## src/rtl/regfile_pkg.sv

```systemverilog
// Purpose: shared defaults, the x0 address constant and operand typedefs for the RV32 register file.
// Latency: n/a (declarations only).
// Backpressure: n/a.
package regfile_pkg;

    localparam int DEFAULT_DATA_WIDTH = 32;
    localparam int DEFAULT_ADDR_WIDTH = 5;
    localparam int DEFAULT_NUM_REGS   = 32;

    // x0 is architecturally hardwired to zero
    localparam logic [DEFAULT_ADDR_WIDTH-1:0] ZERO_REG = 5'd0;

    typedef logic [DEFAULT_ADDR_WIDTH-1:0] reg_addr_t;
    typedef logic [DEFAULT_DATA_WIDTH-1:0] reg_data_t;

endpackage

```

## src/rtl/regfile_read_port.sv

```systemverilog
// Purpose: one combinational read port: address mux with x0 masking, optional write-first forwarding (REGFILE_WRITE_BYPASS_EN).
// Latency: 0 cycles, output follows address and array contents.
// Backpressure: none; output is always valid.
module regfile_read_port
    import regfile_pkg::*;
#(
    parameter int DATA_WIDTH = DEFAULT_DATA_WIDTH,
    parameter int ADDR_WIDTH = DEFAULT_ADDR_WIDTH,
    parameter int NUM_REGS   = DEFAULT_NUM_REGS
) (
    input  logic [ADDR_WIDTH-1:0] read_address,
    input  logic [DATA_WIDTH-1:0] regs [NUM_REGS],
`ifdef REGFILE_WRITE_BYPASS_EN
    input  logic                  write_enable,
    input  logic [ADDR_WIDTH-1:0] write_address,
    input  logic [DATA_WIDTH-1:0] write_data,
`endif
    output logic [DATA_WIDTH-1:0] read_data
);

    localparam logic [ADDR_WIDTH-1:0] ZERO_ADDR = ADDR_WIDTH'(ZERO_REG);

    // Select the addressed register; x0 always reads zero, optionally forward the in-flight write
    always_comb begin
        read_data = '0;
        if (read_address != ZERO_ADDR) begin
            read_data = regs[read_address];
`ifdef REGFILE_WRITE_BYPASS_EN
            // write_address == read_address != 0 here, so x0 can never be forwarded
            if (write_enable && (write_address == read_address)) begin
                read_data = write_data;
            end
`endif
        end
    end

endmodule

```

## src/rtl/register_file.sv

```systemverilog
// Purpose: RV32 integer register file, 32x32, two combinational read ports, one synchronous write port, x0 hardwired to zero.
// Latency: reads 0 cycles; writes visible after the next rising clk edge (same cycle when REGFILE_WRITE_BYPASS_EN is defined).
// Backpressure: none; every write is accepted and both read ports are always valid.
module register_file
    import regfile_pkg::*;
#(
    parameter int DATA_WIDTH = DEFAULT_DATA_WIDTH,
    parameter int ADDR_WIDTH = DEFAULT_ADDR_WIDTH,
    parameter int NUM_REGS   = DEFAULT_NUM_REGS
) (
    input  logic                  clk,
    input  logic                  rst_n,
    input  logic [ADDR_WIDTH-1:0] read_address1,
    input  logic [ADDR_WIDTH-1:0] read_address2,
    input  logic [ADDR_WIDTH-1:0] write_address,
    input  logic [DATA_WIDTH-1:0] write_data,
    input  logic                  write_enable,
    output logic [DATA_WIDTH-1:0] read_data1,
    output logic [DATA_WIDTH-1:0] read_data2
);

    localparam logic [ADDR_WIDTH-1:0] ZERO_ADDR = ADDR_WIDTH'(ZERO_REG);

    generate
        if (NUM_REGS != (2 ** ADDR_WIDTH)) begin : g_bad_size
            $error("register_file: NUM_REGS must equal 2**ADDR_WIDTH");
        end
    endgenerate

    logic [DATA_WIDTH-1:0] regs [NUM_REGS];

    // Storage: async clear of every register, then write the destination unless it is x0
    always_ff @(posedge clk or negedge rst_n) begin
        if (!rst_n) begin
            for (int i = 0; i < NUM_REGS; i++) begin
                regs[i] <= '0;
            end
        end else if (write_enable && (write_address != ZERO_ADDR)) begin
            regs[write_address] <= write_data;
        end
    end

    regfile_read_port #(
        .DATA_WIDTH (DATA_WIDTH),
        .ADDR_WIDTH (ADDR_WIDTH),
        .NUM_REGS   (NUM_REGS)
    ) u_read_port1 (
        .read_address  (read_address1),
        .regs          (regs),
`ifdef REGFILE_WRITE_BYPASS_EN
        .write_enable  (write_enable),
        .write_address (write_address),
        .write_data    (write_data),
`endif
        .read_data     (read_data1)
    );

    regfile_read_port #(
        .DATA_WIDTH (DATA_WIDTH),
        .ADDR_WIDTH (ADDR_WIDTH),
        .NUM_REGS   (NUM_REGS)
    ) u_read_port2 (
        .read_address  (read_address2),
        .regs          (regs),
`ifdef REGFILE_WRITE_BYPASS_EN
        .write_enable  (write_enable),
        .write_address (write_address),
        .write_data    (write_data),
`endif
        .read_data     (read_data2)
    );

endmodule

```

## config.mk

```make
export PLATFORM = sky130hd
export DESIGN_NAME = register_file
export DESIGN_NICKNAME = d
export VERILOG_FILES = /design/src/rtl/regfile_pkg.sv /design/src/rtl/regfile_read_port.sv /design/src/rtl/register_file.sv
export SDC_FILE = /design/constraint.sdc
export NUM_CORES = 2
export LEC_CHECK = 0
export CAP_MARGIN = 20
export CORE_MARGIN = 2
export CORE_UTILIZATION = 45
export CTS_CLUSTER_SIZE = 40
export DETAILED_ROUTE_END_ITERATION = 16
export GPL_ROUTABILITY_DRIVEN = 0
export GPL_TIMING_DRIVEN = 0
export PLACE_DENSITY_LB_ADDON = 0.1
export SLEW_MARGIN = 40
export SYNTH_ARGS = -nofsm -noshare
export SYNTH_HDL_FRONTEND = slang
export SYNTH_SLANG_ARGS = --single-unit
export TNS_END_PERCENT = 5
```

## constraint.sdc

```tcl
create_clock -name clk -period 3.15 [get_ports clk]
set_clock_uncertainty 0.05 [all_clocks]
set_input_delay 0.63 -clock clk [delete_from_list [all_inputs] [get_ports clk]]
set_output_delay 0.63 -clock clk [all_outputs]
set_load 0.01 [all_outputs]
```

==> impl_metrics.yaml <==
worst_setup_path:
  slowest_stage: "a221oi_2"
  critPathBufInv: 7
  required_ns: 2.47
  endpoint: "read_data2[31]"
  crit_fanout: 8
  start_kind: "input port"
  path_delay_family: "buffers and inverters"
  max_stage_delay_ns: 0.34
  worst-path-stages: 11
  cp-startpoint: "read_address2[0]"
  ff2ff_path_depth: 1
  crit_top_cell: "buf_16"
  r2r-start: "regs[21]$_DFFE_PN0P_"
  crit_path_end_kind: "output port"
  timing_worst_setup_path_type: "input port to output port"
  r2r_slack_ns: 2.22
  cp_cell_sequence: "buf_16, buf_12, buf_16, buf_16, buf_8, buf_6, mux2i_2, a221oi_2, o21ai_2, a31oi_4, buf_2"
  cp.arrival_ns: 2.62
  r2r_end: "regs[21]$_DFFE_PN0P_"
status:
  outcome: "finished with violations"
  violations: "negative setup slack"
synth:
  ys_warn_count: 0
  synth_cells: 3587
  syn_area_um2: 54400
  synth.avg_cell_area_um2: 15.2
  synth_edf_count: 0
  synthTopCellsByArea: "dfrtp_1 (47%), mux2_2 (21%), mux4_2 (19%), mux2i_1 (3.5%), clkbuf_1 (1.6%)"
  synth-seq-area-share: 0.471
  yosysTopAreaCell: "dfrtp_1"
  yosysUniqueCellTypes: 37
  synth_ff_type: "dfrtp_1"
  syn-num-nets: 3637
  netlist.area_leader.share: 0.471
  async_reset_ff_frac: 1.00
  synth-seq-cells: 1024
layout:
  syn_to_final_growth_pct: 20.1
  regMostFlops: "regs"
  fin_nets: 3905
  final_util: 0.545
  instances_no_fill: 5568
  largest_reg_flops: 1024
  final_layout_size_suffix_gt1_frac: 0.578
  top_regs: "regs: 1024 flops"
job:
  cap_violations: 0
floorplan:
  io-pin-count: 114
  core_area_um2: 120000
  die_w_um: 352
  start_util: 0.454
  std_cell_rows: 127
  die_area_um2: 124000
  die_h_um: 352
power:
  total_power_mw: 41.6
  seqPwrFrac: 0.424
  ir_drop_uv: 515
  power_frac_clock: 0.357
  power_density_nw_per_um2: 637
  p_sw_frac: 0.288
  power_frac_comb: 0.218
  power_switching_mw: 12.0
  internal-power_mw: 29.6
  leakage_nw: 27.8
routing:
  drt_iter0_markers: 4520
  vias: 37500
  viasPerCell: 6.73
  wl_per_cell_um: 38.5
  detail-route-antenna-nets: 0
  wirelength_um: 215000
  route.detailed.drc: 0
  drtPass1Iterations: 6
timing:
  worst_slack_ns: -0.153
  worst_pin_slew_ns: 0.938
  max_slew_margin: 0.372
  final-setup-viol-count: 53
  rsz0062_at_grt: "true"
  slew_violations: 0
  finalHoldViolations: 0
  clock.fmax_mhz: 303
  post-route-min-period_ns: 3.30
  timing.final.crit_share: 1.05
clock_network:
  cts_sinks: 1024
  clk_latency_ns: 0.75
  cts_tree: "done"
  cts-root-buf: "clkbuf_16"
  clk_pin_slew_ns: 0.06
  clock_path_buffers: 3
  cts_max_level: 3
  cts_made_buffers: 119
place:
  portBuffers: 103
  dp_cells: 5313
  dp_hpwl_um: 147000
grt:
  grt_pass1_wl_um: 301000
  grt_start_max_net_pins: 106
  globalRouteTotalUtil: 0.351
  grt_pass1_vias: 37500
  gr-total-overflow: 0
  antenna_found_initial: 8
min_path:
  holdCritPathClass: "register to register"
## layout make-up
type                    count  area, um2
fillers                  9971      54500
multi-input cells        2132      28300
flip-flops and latches   1024      25600
plain buffers             425       3730
clock buffers             165       3400
well taps                1612       2020
repair buffers            151       1500
clock inverters            55        747
inverters                   2       7.51
diodes                      2       5.00
## cell usage in the layout, fill, tap and decap left out, types with 21 or more instances in the layout
master / count
a221o_1: 27
buf_16: 22
dfrtp_1: 1020
clkbuf_2: 32
clkdlybuf4s50_1: 36
clkinv_2: 28
buf_6: 41
a311oi_2: 26
buf_12: 47
o21ai_1: 24
o21ai_2: 32
clkbuf_8: 55
nor2b_1: 39
a22oi_1: 30
mux2_2: 1006
clkbuf_1: 159
a221oi_2: 27
mux2i_1: 182
buf_2: 127
clkbuf_16: 132
mux4_2: 448
a22oi_2: 34
nand2_1: 45
buf_4: 43
a221oi_1: 21
## worst min path at each step
stage / from / end / cells past startpoint
floorplan: rst_n / regs[0]$_DFFE_PN0P_ / 0
global placement: regs[1011]$_DFFE_PN0P_ / regs[1011]$_DFFE_PN0P_ / 1
detailed placement: regs[1007]$_DFFE_PN0P_ / regs[1007]$_DFFE_PN0P_ / 1
CTS: regs[1019]$_DFFE_PN0P_ / regs[1019]$_DFFE_PN0P_ / 1
global route: regs[997]$_DFFE_PN0P_ / regs[997]$_DFFE_PN0P_ / 1
finish: regs[997]$_DFFE_PN0P_ / regs[997]$_DFFE_PN0P_ / 1
## cells by family after synthesis
logic type / synth area share
AO/OA/AOI/OAI: 0.0458
multiplexers: 0.433
AND/OR/NAND/NOR: 0.0120
buffers and inverters: 0.0378
flip-flops: 0.471
## cell usage after synthesis (all sizes together) (15+ instances only)
| library cell | n |
|---|---|
| o21ai | 81 |
| nor2 | 21 |
| buf | 198 |
| a221o | 32 |
| dfrtp | 1024 |
| nand2 | 45 |
| nor2b | 43 |
| a31oi | 32 |
| a22oi | 64 |
| mux2 | 1024 |
| a211oi | 32 |
| clkbuf | 231 |
| mux4 | 448 |
| mux2i | 192 |
| o2111ai | 15 |
| a311oi | 32 |
| a221oi | 49 |
## timing repair
item,in CTS,in global routing
endpoints found under the hold margin,84,0
cloned,1,0
gates resized for setup,856,134
pin swaps,75,59
buffers inserted,24,11
hold buffers,1,0
endpoints found under the setup margin,64,64
## per-layer routing
metal | vias up | track usage | share of wire
met5 | - | 0 | 0.00016
met4 | 6 | 0.134 | 0.043
met3 | 444 | 0.0913 | 0.096
met2 | 2018 | 0.521 | 0.44
met1 | 20500 | 0.495 | 0.42
li1 | 14500 | - | -
## per-stage QoR
| step | hold slack, ns | setup slack [ns] | setup TNS, ns | instance area, um2 |
|---|---|---|---|---|
| detailed placement | 0.416 | -2.47 | -155.84 | 57900 |
| CTS | 0.432 | -0.227 | -4.58 | 64900 |
| global route | 0.446 | -0.163 | -3.81 | 65300 |
| floorplan | 0.284 | 0.365 | 0 | 54400 |
| finish | 0.423 | -0.153 | -3.19 | 65300 |
| global placement | 0.407 | -47.30 | - | 57400 |
## power groups by stage
stage | Clock (mW) | Sequential (mW) | Combinational, mW
after global routing | 15.5 | 17.9 | 9.53
after floorplan | 0 | 17.0 | 5.88
after CTS | 14.9 | 17.5 | 8.87
after global placement | 0 | 17.8 | 7.97
after detailed placement | 0 | 17.8 | 8.24
final | 14.9 | 17.6 | 9.08
No activity file was read; power rests on OpenSTA's default activity.
